[config.mk]
export PLATFORM = sky130hd
export DESIGN_NAME = fp_mult_pipe_flat
export DESIGN_NICKNAME = d
export VERILOG_FILES = /design/src/rtl/fp_mult_pipe_if.sv /design/src/rtl/fp_mult_pipe.sv /design/src/flat_wrapper.sv
export SDC_FILE = /design/constraint.sdc
export NUM_CORES = 1
export LEC_CHECK = 0
export ABC_CLOCK_PERIOD_IN_PS = 6640
export BUFFER_PORTS_ARGS = -buffer_cell sky130_fd_sc_hd__buf_4
export CAP_MARGIN = 30
export CORE_MARGIN = 1.5
export CORE_UTILIZATION = 65
export CTS_BUF_LIST = sky130_fd_sc_hd__clkbuf_4 sky130_fd_sc_hd__clkbuf_8
export DETAILED_ROUTE_END_ITERATION = 6
export HOLD_SLACK_MARGIN = 0.12
export PLACE_DENSITY = 0.87
export RECOVER_POWER = 50
export SYNTH_ARGS = -nofsm -noshare
export SYNTH_HDL_FRONTEND = slang
export SYNTH_SLANG_ARGS = --single-unit
[constraint.sdc]
create_clock -name clk -period 6.64 [get_ports clk]
set_input_delay 0 -clock clk [delete_from_list [all_inputs] [get_ports clk]]
set_output_delay 0 -clock clk [all_outputs]
set_load 0.005 [all_outputs]
[src/rtl/fp_mult_pipe_if.sv]
`default_nettype none
// ============================================================================
// Module   : fp_mult_pipe_if
// Brief    : Operand/result valid-ready bundle for the pipelined FP multiplier.
// Revision : 1.0 - initial release
// ============================================================================
interface fp_mult_pipe_if #(
    parameter int EXP_W = 8,
    parameter int MAN_W = 7,
    parameter int TAG_W = 4
);
    localparam int W = 1 + EXP_W + MAN_W;

    logic             in_valid;
    logic             in_ready;
    logic [W-1:0]     in_a;
    logic [W-1:0]     in_b;
    logic [TAG_W-1:0] in_tag;
    logic             out_valid;
    logic             out_ready;
    logic [W-1:0]     out_p;
    logic [TAG_W-1:0] out_tag;
    logic [2:0]       out_flags;

    modport slave (
        input  in_valid, in_a, in_b, in_tag, out_ready,
        output in_ready, out_valid, out_p, out_tag, out_flags
    );

    modport master (
        output in_valid, in_a, in_b, in_tag, out_ready,
        input  in_ready, out_valid, out_p, out_tag, out_flags
    );
endinterface
`default_nettype wire

[src/rtl/fp_mult_pipe.sv]
`default_nettype none
// ============================================================================
// Module   : fp_mult_pipe
// Brief    : 3-stage valid/ready floating-point multiplier, RNE, exception flags.
//            Define FP_MULT_DENORM_EN for gradual underflow; otherwise flush-to-zero.
// Revision : 1.0 - initial release
// ============================================================================
module fp_mult_pipe #(
    parameter int EXP_W = 8,
    parameter int MAN_W = 7,
    parameter int TAG_W = 4
) (
    input wire          clk,
    input wire          rst,
    fp_mult_pipe_if.slave bus
);
    localparam int W     = 1 + EXP_W + MAN_W;
    localparam int P     = 2 * MAN_W + 2;
    localparam int EW    = EXP_W + 2;
    localparam int XW    = P + MAN_W + 3;
    localparam int BIAS  = 2 ** (EXP_W - 1) - 1;
    localparam logic signed [EW-1:0] EXP_MAX = EW'(2 ** EXP_W - 1);
    localparam logic signed [EW-1:0] EXP_ZERO = '0;

    localparam logic [1:0] K_NORM = 2'd0;
    localparam logic [1:0] K_NAN  = 2'd1;
    localparam logic [1:0] K_ZERO = 2'd2;
    localparam logic [1:0] K_INF  = 2'd3;

    localparam logic [W-1:0] QNAN = {1'b0, {EXP_W{1'b1}}, 1'b1, {(MAN_W-1){1'b0}}};

    // ------------------------------------------------------------------ control
    logic v1, v2, v3;
    logic ready1, ready2, ready3;

    assign ready3       = !v3 || bus.out_ready;
    assign ready2       = !v2 || ready3;
    assign ready1       = !v1 || ready2;
    assign bus.in_ready = ready1;

    always_ff @(posedge clk) begin
        if (rst) begin
            v1 <= 1'b0;
            v2 <= 1'b0;
            v3 <= 1'b0;
        end else begin
            if (ready1) v1 <= bus.in_valid;
            if (ready2) v2 <= v1;
            if (ready3) v3 <= v2;
        end
    end

    // ------------------------------------------------------------------ stage 1
    logic             sa, sb;
    logic [EXP_W-1:0] ea, eb, eaf, ebf;
    logic [MAN_W-1:0] fa, fb;
    logic [MAN_W:0]   ma, mb;
    logic             a_nan, b_nan, a_inf, b_inf, a_zero, b_zero;
    logic [1:0]       kind_c;
    logic             inv_c;

    assign {sa, ea, fa} = bus.in_a;
    assign {sb, eb, fb} = bus.in_b;
    assign a_nan = (&ea) && (|fa);
    assign b_nan = (&eb) && (|fb);
    assign a_inf = (&ea) && !(|fa);
    assign b_inf = (&eb) && !(|fb);

`ifdef FP_MULT_DENORM_EN
    // Subnormals carry hidden bit 0 and the minimum exponent 1.
    assign a_zero = !(|ea) && !(|fa);
    assign b_zero = !(|eb) && !(|fb);
    assign ma     = {|ea, fa};
    assign mb     = {|eb, fb};
    assign eaf    = (|ea) ? ea : EXP_W'(1);
    assign ebf    = (|eb) ? eb : EXP_W'(1);
`else
    assign a_zero = !(|ea);
    assign b_zero = !(|eb);
    assign ma     = {1'b1, fa};
    assign mb     = {1'b1, fb};
    assign eaf    = ea;
    assign ebf    = eb;
`endif

    always_comb begin
        kind_c = K_NORM;
        inv_c  = 1'b0;
        if (a_nan || b_nan) begin
            kind_c = K_NAN;
        end else if ((a_inf && b_zero) || (a_zero && b_inf)) begin
            kind_c = K_NAN;
            inv_c  = 1'b1;
        end else if (a_zero || b_zero) begin
            kind_c = K_ZERO;
        end else if (a_inf || b_inf) begin
            kind_c = K_INF;
        end
    end

    logic                 s1_sign, s1_inv;
    logic signed [EW-1:0] s1_exp;
    logic [MAN_W:0]       s1_ma, s1_mb;
    logic [1:0]           s1_kind;
    logic [TAG_W-1:0]     s1_tag;

    always_ff @(posedge clk) begin
        if (ready1 && bus.in_valid) begin
            s1_sign <= sa ^ sb;
            s1_exp  <= {2'b00, eaf} + {2'b00, ebf} - EW'(BIAS);
            s1_ma   <= ma;
            s1_mb   <= mb;
            s1_kind <= kind_c;
            s1_inv  <= inv_c;
            s1_tag  <= bus.in_tag;
        end
    end

    // ------------------------------------------------------------------ stage 2
    logic                 s2_sign, s2_inv;
    logic signed [EW-1:0] s2_exp;
    logic [P-1:0]         s2_prod;
    logic [1:0]           s2_kind;
    logic [TAG_W-1:0]     s2_tag;

    always_ff @(posedge clk) begin
        if (ready2 && v1) begin
            s2_sign <= s1_sign;
            s2_exp  <= s1_exp;
            s2_prod <= P'(s1_ma) * P'(s1_mb);
            s2_kind <= s1_kind;
            s2_inv  <= s1_inv;
            s2_tag  <= s1_tag;
        end
    end

    // ------------------------------------------------------------------ stage 3
    logic [P-1:0]         norm;
    logic signed [EW-1:0] exp_adj, exp_r;
    logic [XW-1:0]        ext;
    logic                 tiny;
    logic [MAN_W:0]       kept;
    logic                 guard, sticky, inc;
    logic [MAN_W+1:0]     rounded;
    logic [MAN_W-1:0]     frac_r;
    logic [W-1:0]         res_p;
    logic [2:0]           res_f;

`ifdef FP_MULT_DENORM_EN
    localparam int LZW = $clog2(P + 1);
    logic [LZW-1:0] lzc;
    logic           found;
    logic [EW-1:0]  sh;

    always_comb begin
        lzc   = '0;
        found = 1'b0;
        for (int i = P - 1; i >= 0; i--) begin
            if (!found) begin
                if (s2_prod[i]) found = 1'b1;
                else            lzc   = lzc + LZW'(1);
            end
        end
        // Leading one lands on the top bit; exponent compensates for the shift.
        norm    = s2_prod << lzc;
        exp_adj = s2_exp + EW'(1) - EW'(lzc);
        tiny    = (exp_adj <= EXP_ZERO);
        sh      = '0;
        if (tiny) begin
            sh = EW'(1) - exp_adj;
            if (sh > EW'(MAN_W + 3)) sh = EW'(MAN_W + 3);
        end
        ext = {norm, {(MAN_W+3){1'b0}}} >> sh;
    end
`else
    always_comb begin
        tiny = 1'b0;
        if (s2_prod[P-1]) begin
            norm    = s2_prod;
            exp_adj = s2_exp + EW'(1);
        end else begin
            norm    = s2_prod << 1;
            exp_adj = s2_exp;
        end
        ext = {norm, {(MAN_W+3){1'b0}}};
    end
`endif

    always_comb begin
        kept    = ext[XW-1 -: MAN_W+1];
        guard   = ext[XW-2-MAN_W];
        sticky  = |ext[XW-3-MAN_W:0];
        inc     = guard && (sticky || kept[0]);
        rounded = {1'b0, kept} + (MAN_W+2)'(inc);
        exp_r   = exp_adj + EW'(rounded[MAN_W+1]);
        frac_r  = rounded[MAN_W+1] ? rounded[MAN_W:1] : rounded[MAN_W-1:0];
        res_p   = '0;
        res_f   = '0;
        case (s2_kind)
            K_NAN: begin
                res_p = QNAN;
                res_f = {s2_inv, 2'b00};
            end
            K_ZERO: res_p = {s2_sign, {(W-1){1'b0}}};
            K_INF:  res_p = {s2_sign, {EXP_W{1'b1}}, {MAN_W{1'b0}}};
            default: begin
                if (tiny) begin
                    // A carry into the hidden position promotes to the smallest normal.
                    res_p    = {s2_sign, {(EXP_W-1){1'b0}}, rounded[MAN_W:0]};
                    res_f[0] = guard || sticky;
                end else if (exp_r >= EXP_MAX) begin
                    res_p    = {s2_sign, {EXP_W{1'b1}}, {MAN_W{1'b0}}};
                    res_f[1] = 1'b1;
                end else if (exp_r <= EXP_ZERO) begin
                    res_p    = {s2_sign, {(W-1){1'b0}}};
                    res_f[0] = 1'b1;
                end else begin
                    res_p = {s2_sign, exp_r[EXP_W-1:0], frac_r};
                end
            end
        endcase
    end

    logic [W-1:0]     p3;
    logic [TAG_W-1:0] tag3;
    logic [2:0]       flags3;

    always_ff @(posedge clk) begin
        if (rst) begin
            p3     <= '0;
            tag3   <= '0;
            flags3 <= '0;
        end else if (ready3 && v2) begin
            p3     <= res_p;
            tag3   <= s2_tag;
            flags3 <= res_f;
        end
    end

    assign bus.out_valid = v3;
    assign bus.out_p     = p3;
    assign bus.out_tag   = tag3;
    assign bus.out_flags = flags3;

endmodule
`default_nettype wire

[src/flat_wrapper.sv]
// flat-port wrapper written by rule: the top's interface ports become plain ports
module fp_mult_pipe_flat 
#(
    parameter int EXP_W = 8,
    parameter int MAN_W = 7,
    parameter int TAG_W = 4
)
  (clk, rst, bus_in_valid, bus_in_a, bus_in_b, bus_in_tag, bus_out_ready, bus_in_ready, bus_out_valid, bus_out_p, bus_out_tag, bus_out_flags);
  fp_mult_pipe_if #(.EXP_W(EXP_W), .MAN_W(MAN_W), .TAG_W(TAG_W)) bus_i ();
  input wire clk;
  input wire rst;
  input wire logic [$bits(bus_i.in_valid)-1:0] bus_in_valid;
  input wire logic [$bits(bus_i.in_a)-1:0] bus_in_a;
  input wire logic [$bits(bus_i.in_b)-1:0] bus_in_b;
  input wire logic [$bits(bus_i.in_tag)-1:0] bus_in_tag;
  input wire logic [$bits(bus_i.out_ready)-1:0] bus_out_ready;
  output wire logic [$bits(bus_i.in_ready)-1:0] bus_in_ready;
  output wire logic [$bits(bus_i.out_valid)-1:0] bus_out_valid;
  output wire logic [$bits(bus_i.out_p)-1:0] bus_out_p;
  output wire logic [$bits(bus_i.out_tag)-1:0] bus_out_tag;
  output wire logic [$bits(bus_i.out_flags)-1:0] bus_out_flags;
  assign bus_i.in_valid = bus_in_valid;
  assign bus_i.in_a = bus_in_a;
  assign bus_i.in_b = bus_in_b;
  assign bus_i.in_tag = bus_in_tag;
  assign bus_i.out_ready = bus_out_ready;
  assign bus_in_ready = bus_i.in_ready;
  assign bus_out_valid = bus_i.out_valid;
  assign bus_out_p = bus_i.out_p;
  assign bus_out_tag = bus_i.out_tag;
  assign bus_out_flags = bus_i.out_flags;
  fp_mult_pipe #(.EXP_W(EXP_W), .MAN_W(MAN_W), .TAG_W(TAG_W)) u_core (.clk(clk), .rst(rst), .bus(bus_i));
endmodule
After elaboration in Yosys (flattened, before gate mapping)
Cells that the tools add are included.
{ "classes": {"add_sub_neg": 5, "multipliers": 1, "n_div": 0, "magnitude_cmp": 2, "eq_ne": 3, "shift": 0, "muxes": 14, "bitwise_logic": 1, "n_reduce_logical": 34} }
{ "ops": {"columns": ["cell", "count"], "rows": [
  ["$pmux W16 S3", 1],
  ["$mux W15", 2],
  ["$reduce_or A7 Y1", 3],
  ["$mul A8 B8 Y16", 1],
  ["$mux W16", 1],
  ["$reduce_and A8 Y1", 2],
  ["$reduce_or A8 Y1", 2],
  ["$add A10 B1 Y10", 1],
  ["$add A10 B2 Y10 const B", 1],
  ["$ge A10 B9 Y1 const B", 1],
  ["$le A10 B1 Y1 const B", 1],
  ["$logic_and A1 B1 Y1", 10],
  ["$mux W10", 1],
  ["$sub A10 B7 Y10 const B", 1],
  ["$add A8 B1 Y9", 1],
  ["$add A8 B8 Y9", 1],
  ["$logic_or A1 B1 Y1", 8],
  ["$logic_not A1 Y1", 7],
  ["$mux W7", 1],
  ["$mux W2", 3],
  ["$mux W1", 5],
  ["$eq A2 B2 Y1 const B", 2],
  ["$reduce_or A3 Y1", 1],
  ["$eq A2 B1 Y1 const B", 1],
  ["2 further kinds", 2]
]} }
{ "word_totals": {"reg_bits": 92, "latch_bits": 0, "mem_bits_rw": 0, "rom_bits": 0, "input_bits": 40, "out_inout_bits": 25, "n_memories": 0} }

Longest topological paths before layout
Gate-level depths: netlist (run 1).
{ "depth": {"ltp_word": 10, "ltp_mapped": 22, "mapped_depth_nobuf": 20} }

Least setup slack after synthesis (run 1)
No wires, ideal clock.
{ "synth_timing": {"path_type": "reg-to-reg", "from": "register u_core.s1_mb[6]", "to": "register u_core.s2_prod[15], data pin", "setup_time_ps": 260, "arrival_ps": 4303, "required_ps": 6380, "setup_slack_ps": 2078, "path_stages_with_launch": 17, "cell_sequence": "edfxtp_1 and2_1 fa_1 inv_1 fa_1 inv_1 fa_1 inv_1 fa_1 inv_1 ha_1 a21boi_0 o21ai_0 a21oi_1 a41o_1 o41a_1 xnor2_1"} }
{ "synth_between": {"elab_chain_len": 1} }
{ "synth_rtl": {"columns": ["item", "line_no", "source"], "rows": [
  ["start, declared", "fp_mult_pipe.sv:103", "logic [MAN_W:0] s1_ma, s1_mb;"],
  ["start signal, assigned", "fp_mult_pipe.sv:112", "s1_mb <= mb;"],
  ["$mul A8 B8 Y16", "fp_mult_pipe.sv:130", "s2_prod <= P'(s1_ma) * P'(s1_mb);"],
  ["end signal, assigned", "fp_mult_pipe.sv:130", null],
  ["end, declared", "fp_mult_pipe.sv:122", "logic [P-1:0] s2_prod;"]
]} }
Every way passes these cells.
A chain may end at the register's enable or synchronous reset.

Final worst setup path (run 1)
{ "layout_timing": {"from": "register u_core.s2_prod[15]", "to": "register u_core.p3[6] (netlist: u_core.bus.out_p[6])"} }
{ "layout_between": {"elab_chain_len": 10, "elab_cells_between_ends": 13, "classes_between": "add/sub (2); order compare (2); mux (6); reduce/logical (3)"} }
{ "layout_rtl": {"columns": ["item", "line_no", "source"], "rows": [
  ["$mux W16", "fp_mult_pipe.sv:178", "if (s2_prod[P-1]) begin"],
  ["$reduce_or A7 Y1", "fp_mult_pipe.sv:192", "sticky = |ext[XW-3-MAN_W:0];"],
  ["$logic_or A1 B1 Y1", "fp_mult_pipe.sv:193", "inc = guard && (sticky || kept[0]);"],
  ["$logic_and A1 B1 Y1", "fp_mult_pipe.sv:193", null],
  ["$add A8 B1 Y9", "fp_mult_pipe.sv:194", "rounded = {1'b0, kept} + (MAN_W+2)'(inc);"],
  ["$add A10 B1 Y10", "fp_mult_pipe.sv:195", "exp_r = exp_adj + EW'(rounded[MAN_W+1]);"],
  ["$le A10 B1 Y1", "fp_mult_pipe.sv:214", "end else if (exp_r <= EXP_ZERO) begin"],
  ["$mux W15", "fp_mult_pipe.sv:214", null],
  ["$mux W15 *", "fp_mult_pipe.sv:211", "end else if (exp_r >= EXP_MAX) begin"],
  ["$pmux W16 S3 *", "fp_mult_pipe.sv:199", "case (s2_kind)"],
  ["end signal, assigned", "fp_mult_pipe.sv:234", "p3 <= res_p;"],
  ["end, declared", "fp_mult_pipe.sv:224", "logic [W-1:0] p3;"]
]} }
Mark *: on every way between the ends. The rest lies on a longest branch, timed or not.

==> results of run 1 <==
placed cells by master, fill, tap and decap left out, types with 4 or more instances in the layout:
cell type / instances
nand2_1: 57
nor2b_1: 7
and2_1: 31
inv_1: 71
xnor2_1: 30
dlygate4sd3_1: 28
a31oi_1: 5
clkbuf_4: 41
a21boi_0: 4
dfxtp_1: 26
nor3_1: 12
a22o_1: 4
clkbuf_8: 9
buf_4: 20
nand4b_1: 4
nand3_1: 12
edfxtp_1: 66
nand2b_1: 8
o21ai_0: 17
nand4_1: 10
xor2_1: 16
fa_1: 37
ha_1: 48
a21oi_1: 35
nor2_1: 38
nor4_1: 8
clkbuf_1: 5
sequential cells by signal, summed over array words and instances, names as in the netlist, 3 cells and up:
name and flops:
u_core.bus.out_p 16, u_core.s2_prod 16, u_core.s1_exp 10, u_core.s2_exp 10
u_core.s1_ma 7, u_core.s1_mb 7, u_core.bus.out_tag 4, u_core.s1_tag 4
u_core.s2_tag 4, u_core.bus.out_flags 3
how the worst max path moves through the flow:
stage                                  start                   to  slack, ps  cells after the start
after detailed placement  u_core.s2_prod[15]  u_core.bus.out_p[6]       1460                     19
after CTS                 u_core.s2_prod[15]  u_core.bus.out_p[6]       1420                     19
final                     u_core.s2_prod[15]  u_core.bus.out_p[6]       1370                     19
after floorplan              u_core.s1_mb[6]   u_core.s2_prod[15]       2080                     16
after global routing      u_core.s2_prod[15]  u_core.bus.out_p[6]        930                     19
after global placement    u_core.s2_prod[15]  u_core.bus.out_p[6]       1740                     19
worst min-delay path, cell delays in order:
cell and delay (ps):
buf_4 100, ha_1 190, inv_1 70
cell families (layout without fill, tap and decap cells):
group | after synthesis | count (layout) | synth area share
simple gates | 213 | 213 | 0.176
compound gates | 101 | 101 | 0.106
flops | 92 | 92 | 0.391
fa+ha+maj | 85 | 85 | 0.209
buf+inv | 81 | 181 | 0.0485
xor+xnor | 46 | 46 | 0.0629
mux | 4 | 4 | 0.00664
metrics by stage:
| stage | worst slack, ps | hold WS (ps) |
|---|---|---|
| floorplan | 2080 | 98.9 |
| global placement | 1740 | 179 |
| detailed placement | 1460 | 181 |
| CTS | 1420 | 128 |
| global route | 932 | 141 |
| finish | 1370 | 153 |
power by group through the flow:
stage          combinational [mW]  sequential, mW  clock (mW)
2_1_floorplan               0.764           0.799           0
3_3_place_gp                0.906           0.825           0
3_5_place_dp                0.958           0.829           0
4_1_cts                     0.993           0.817       0.407
5_1_grt                      1.13           0.829       0.426
6_report                    0.999           0.818       0.399
repair_timing:
item | 4_1_cts | 5_1_grt
hold buffers | 28 | 0
buffers inserted | 0 | 0
endpoints found under the hold margin | 35 | 0
metal layers:
metal	vias to the layer above	track usage
li1	2359	-
met1	2347	0.322
met2	169	0.485
met3	37	0.0438
met4	0	0.109
met5	-	0
final cells by class:
cell class,count,area (um^2)
multi-input combinational,449,3590
inverter,71,267
timing repair buffer,94,757
sequential,92,2500
tap,133,166
clock buffer,9,124
clock inverter,7,90.1
fill,595,2190
==> flow_metrics.tcl, run 1 <==
set metrics [dict create \
    synthCells 622 \
    critPathLaunchType "flop" \
    htree_levels 3 \
    io_buffers 64 \
    drv_cap 1 \
    antenna_found_initial 0 \
    synth_top_flop_cell "edfxtp_1" \
    p_int_mw 1.39 \
    ant_nets 0 \
    synth_edf_count 66 \
    cts_tree "yes" \
    rr_endpoint "u_core.bus.out_p[6]" \
    gp_congestion 0.857 \
    synthMostInstantiatedCell "inv_1" \
    drt-initial-drc-count 176 \
    postLayoutCoreUtil 0.774 \
    wl_per_cell_um 15.6 \
    clock-sinks 92 \
    power.total_mw 2.22 \
    rr_worst_depth 19 \
    placed_cell_area_um2 7030 \
    drt-total-wl_mm 13.4 \
    ys_async_sr_fraction 0 \
    p_sw_frac 0.373 \
    wl_met3_um 573 \
    clk_path_buf_depth 2 \
    synth_area_leader_cell "edfxtp_1" \
    yosys-top-cells-count "inv_1 (71), edfxtp_1 (66), nand2_1 (57)" \
    cpMostUsedCell "nand2_1" \
    wl_met1_mm 5.47 \
    grt_start_max_net_pins 33 \
    synth_area_um2 6400 \
    synth_top_area_frac 0.309 \
    finalCritPeriodShare 0.794 \
    ys_types 63 \
    rrSetupSlack_ps 1370 \
    combPwrFrac 0.451 \
    first_global_vias 4854 \
    via_count 4912 \
    p_per_area_nw_per_um2 296 \
    critPathSlowestCell "edfxtp_1" \
    first_pass_iters 6 \
    synth.ff_latch_count 92 \
    cpPeakStageDelay_ps 940 \
    core-area_um2 9680 \
    synth_nets 747 \
    path_buf_inv 2 \
    area.growth.synth_to_final_pct 17.1 \
    cts_resized 0 \
    ys_seq_area_frac 0.391 \
    place_hpwl_mm 9.43 \
    top_layer "met4" \
    rows 36 \
    hold_depth 3 \
    worstPathRequired_ps 6920 \
    seqPwrFrac 0.369 \
    critPathKind "flop to flop" \
    yosysWarnings 0 \
    crit_path_max_fanout 29 \
    max_slew_margin -0.0463 \
    crit_family "compound AO/OA/AOI/OAI gates" \
    fin_skew_ps 12.1 \
    grt_pass1_wl_mm 21.8 \
    path_clk_slew_ps 100 \
    hold_viol_final 0 \
    violations "max-capacitance violations, max-slew violations" \
    grt_usage 0.269 \
    worst_setup_path_end_kind "flop" \
    tightest_slew_ps 1570 \
    post-route-min-period_ps 5270 \
    wl_met2_mm 6.98 \
    worstPathArrival_ps 5550 \
    status "finished with violations" \
    drcViolationCount 0 \
    diodes 0 \
    clockPowerShare 0.180 \
    ir_drop_mv 0.166 \
    design_area_um2 7500 \
    drv_slew 31 \
    fp.dieH_um 102 \
    holdPathEnd "u_core.s1_exp[0]" \
    syn_avg_cell_area_um2 10.3 \
    synth_area_leaders "edfxtp_1 (31%), fa_1 (12%), ha_1 (9.4%)" \
    initial_core_util 0.661 \
    layout-drive-gt1-share 0.129 \
    rsz0062_at_grt "no" \
    insertion_delay_ps 360 \
    fin_setup_tns_ps 0 \
    cts_root_buf "clkbuf_8" \
    switchingPower_uw 827 \
    die_w_um 102 \
    r2r-start "u_core.s2_prod[15]" \
    overflow 0 \
    die-area_um2 10500 \
    leakagePower_nw 3.16 \
    final-setup-viol-count 0 \
    nNetsFinal 842 \
    crit_chain "mux2_2 -> nand2_1 -> inv_1 -> ha_1 -> and3_1 -> nand2_1 -> a21oi_1 -> nand2_1 -> or2_2 -> inv_1 -> ha_1 -> nand3_1 -> o21ai_0 -> o2111a_1 -> nand3_1 -> xnor2_1 -> o21ai_2 -> or4b_1 -> o32ai_1" \
    max_freq_mhz 190 \
    fin_cells 855 \
    avgViaCountPerCell 5.75 \
    hold_class "primary input to flop" \
    worstHoldStart "bus_in_a[7]" \
    dpl.cell_count 810 \
    numCtsBuffers 9 \
    pin_count 65 \
]
No activity file was read; power rests on OpenSTA's default activity.
==> run 2: changes to the inputs <==
Settings changed: ABC_AREA from default to 1, ABC_CLOCK_PERIOD_IN_PS 6640 to 5100, CORE_UTILIZATION 65 to 62, PLACE_DENSITY 0.87 to 0.83.
Clock period 6.64 ns to 5.1 ns, I/O delays scaled along.
==> run 2 against run 1 <==
  * The run now ends clean
  * Total power rose by 13%
  * Clock skew rose by 11 ps
  * Clock power rose by 25%
  * Clock-buffer cell count rose by 1
  * Sequential power rose by 20%
  * Die area rose by 8.6%
  * Fmax rose by 12%
  * First-iteration DRC count rose by 91%
  * Cell area rose by 3.2%
  * Critical path depth fell by 2
  * Non-clock buffer count rose by 1
  * Area after synthesis rose by 3.8%
  * Critical path type unchanged
  * Critical endpoint is now u_core.s2_prod[15]
  * Largest cell class unchanged
  * Largest power group unchanged
  * Highest routed layer unchanged
==> flow_metrics.tcl, run 2 <==
set metrics [dict create \
    status "completed" \
    wl_per_cell_um 13.9 \
    rsz0062_at_grt "no" \
    synth_area_um2 6650 \
    synth_area_leaders "edfxtp_1 (30%), fa_1 (11%), ha_1 (9.0%)" \
    ys_types 43 \
    p_per_area_nw_per_um2 324 \
    area.growth.synth_to_final_pct 16.4 \
    die_w_um 107 \
    cts_resized 0 \
    overflow 0 \
    grt_start_max_net_pins 28 \
    tightest_slew_ps 1400 \
    placed_cell_area_um2 7290 \
    numCtsBuffers 9 \
    rows 37 \
    final-setup-viol-count 0 \
    place_ws_ps 432 \
    clk_path_buf_depth 2 \
    synth_edf_count 66 \
    synth_top_flop_cell "edfxtp_1" \
    place_hpwl_mm 10.7 \
    post_cts_buffers 0 \
    ys_seq_area_frac 0.376 \
    worstPathArrival_ps 4820 \
    cts_root_buf "clkbuf_8" \
    diodes 0 \
    via_count 5287 \
    grt_usage 0.266 \
    max_slew_margin 0.0695 \
    synth_area_leader_cell "edfxtp_1" \
    first_global_vias 5168 \
    antenna_found_initial 0 \
    yosys-top-cells-count "nand2_1 (156), inv_1 (153), edfxtp_1 (66)" \
    fin_skew_ps 22.8 \
    worst_setup_path_end_kind "flop" \
    path_clk_slew_ps 90 \
    leakagePower_nw 3.78 \
    hold_class "primary input to flop" \
    synth_nets 896 \
    finalCritPeriodShare 0.925 \
    synthCells 771 \
    die-area_um2 11400 \
    yosysWarnings 0 \
    fin_setup_tns_ps 0 \
    clock-sinks 92 \
    worstPathRequired_ps 5200 \
    pin_count 65 \
    insertion_delay_ps 360 \
    synthMostInstantiatedCell "nand2_1" \
    syn_avg_cell_area_um2 8.62 \
    dpl.cell_count 962 \
    crit_path_max_fanout 8 \
    drv_slew 0 \
    critPathKind "flop to flop" \
    critPathLaunchType "flop" \
    nNetsFinal 991 \
    core-area_um2 10400 \
    fin_cells 1007 \
    gp_congestion 0.912 \
    hold_viol_final 0 \
    fin_ws_ps 380 \
    max_freq_mhz 212 \
    post-route-min-period_ps 4720 \
    avgViaCountPerCell 5.25 \
    first_pass_iters 7 \
    final_common_cell "nand2_1" \
    synth.ff_latch_count 92 \
    fp.dieH_um 107 \
    layout-drive-gt1-share 0.134 \
    drt-total-wl_mm 14.0 \
    grt_pass1_wl_mm 23.9 \
    io_buffers 64 \
    multiInputGateArea_um2 3490 \
    initial_core_util 0.641 \
    ant_nets 0 \
    final_cell_mix "nand2_1 (156), inv_1 (153), edfxtp_1 (66)" \
    drt-initial-drc-count 336 \
    ir_drop_mv 0.232 \
    fillCellCount 729 \
    drv_cap 0 \
    synth_top_area_frac 0.298 \
    holdWs_ps 166 \
    htree_levels 3 \
    seqCellArea_um2 2500 \
    ys_async_sr_fraction 0 \
    drcViolationCount 0 \
    cts_tree "yes" \
    rrSetupSlack_ps 380 \
    design_area_um2 7740 \
]
==> run 2: cell types whose count changed after synthesis, sizes merged, moves of 6 or more <==
cell,delta
nand2,+116
inv,+86
nor2,+31
and2,-30
xnor2,-21
nand3,+16
o21ai,+16
nand2b,-8
nor2b,-7
a21oi,+6
==> run 2: worst paths after layout <==
| check | start | endpoint | depth (start not counted) |
|---|---|---|---|
| worst max register to register | u_core.s1_mb[4] | u_core.s2_prod[15] | 17 |
| worst max-delay path | u_core.s1_mb[4] | u_core.s2_prod[15] | 17 |
| worst min register to register | u_core.s1_exp[1] | u_core.s2_exp[1] | 0 |
| worst min-delay path | bus_in_a[8] | u_core.s1_exp[1] | 3 |
==> run 2: kinds of logic (layout without fill, tap and decap cells) <==
kind of cell / after synthesis / after routing / synth area share
buffers and inverters: 170 / 270 / 0.0990
adder cells (fa/ha/maj): 85 / 85 / 0.202
AO/OA/AOI/OAI: 84 / 84 / 0.0691
flip-flops: 92 / 92 / 0.376
XOR/XNOR: 30 / 30 / 0.0407
AND/OR/NAND/NOR: 310 / 310 / 0.213
==> run 2: cell type report <==
class | instances | area share
clock buffers | 10 | 0.0170
inverters | 159 | 0.0771
clock inverters | 6 | 0.00890
repair buffers | 95 | 0.101
flip-flops and latches | 92 | 0.323
well taps | 136 | 0.0220
multi-input cells | 509 | 0.451
==> run 2: critical path, cell delays in order, from the launching register on <==
cell and delay, ps:
edfxtp_1 550, nand2_1 110, inv_1 60, fa_1 460, fa_1 550, inv_1 50
fa_1 460, fa_1 540, inv_1 40, ha_1 380, nand2_1 80, o21ai_0 300
a21oi_1 150, o21ai_0 330, a21oi_1 110, nor2_1 110, nor2_1 60, xor2_1 130
==> run 2: layer usage <==
layer	wire length (um)	up-vias	global-route usage
met5	0	-	0
met4	215	0	0.0676
met3	579	25	0.0441
met2	6830	144	0.452
met1	6380	2477	0.357
li1	-	2641	-
==> run 2: what timing repair did <==
item / in CTS / in global routing
setup endpoints to repair: 0 / 0
hold endpoints to repair: 34 / 0
hold buffers: 29 / 0
==> run 2: report_power, final <==
part           switching, mW  total [mW]  internal, mW  leakage (nW)
registers             0.0526       0.984         0.932         0.849
logic                  0.613        1.02         0.411          2.82
clock network          0.260       0.497         0.237         0.106
==> run 2: metrics by stage <==
stage          power (mW)   util
6_report             2.51  0.746
4_1_cts              2.51  0.750
3_3_place_gp         1.93  0.698
5_1_grt              2.69  0.746
3_5_place_dp         1.99  0.703
2_1_floorplan        1.73      -
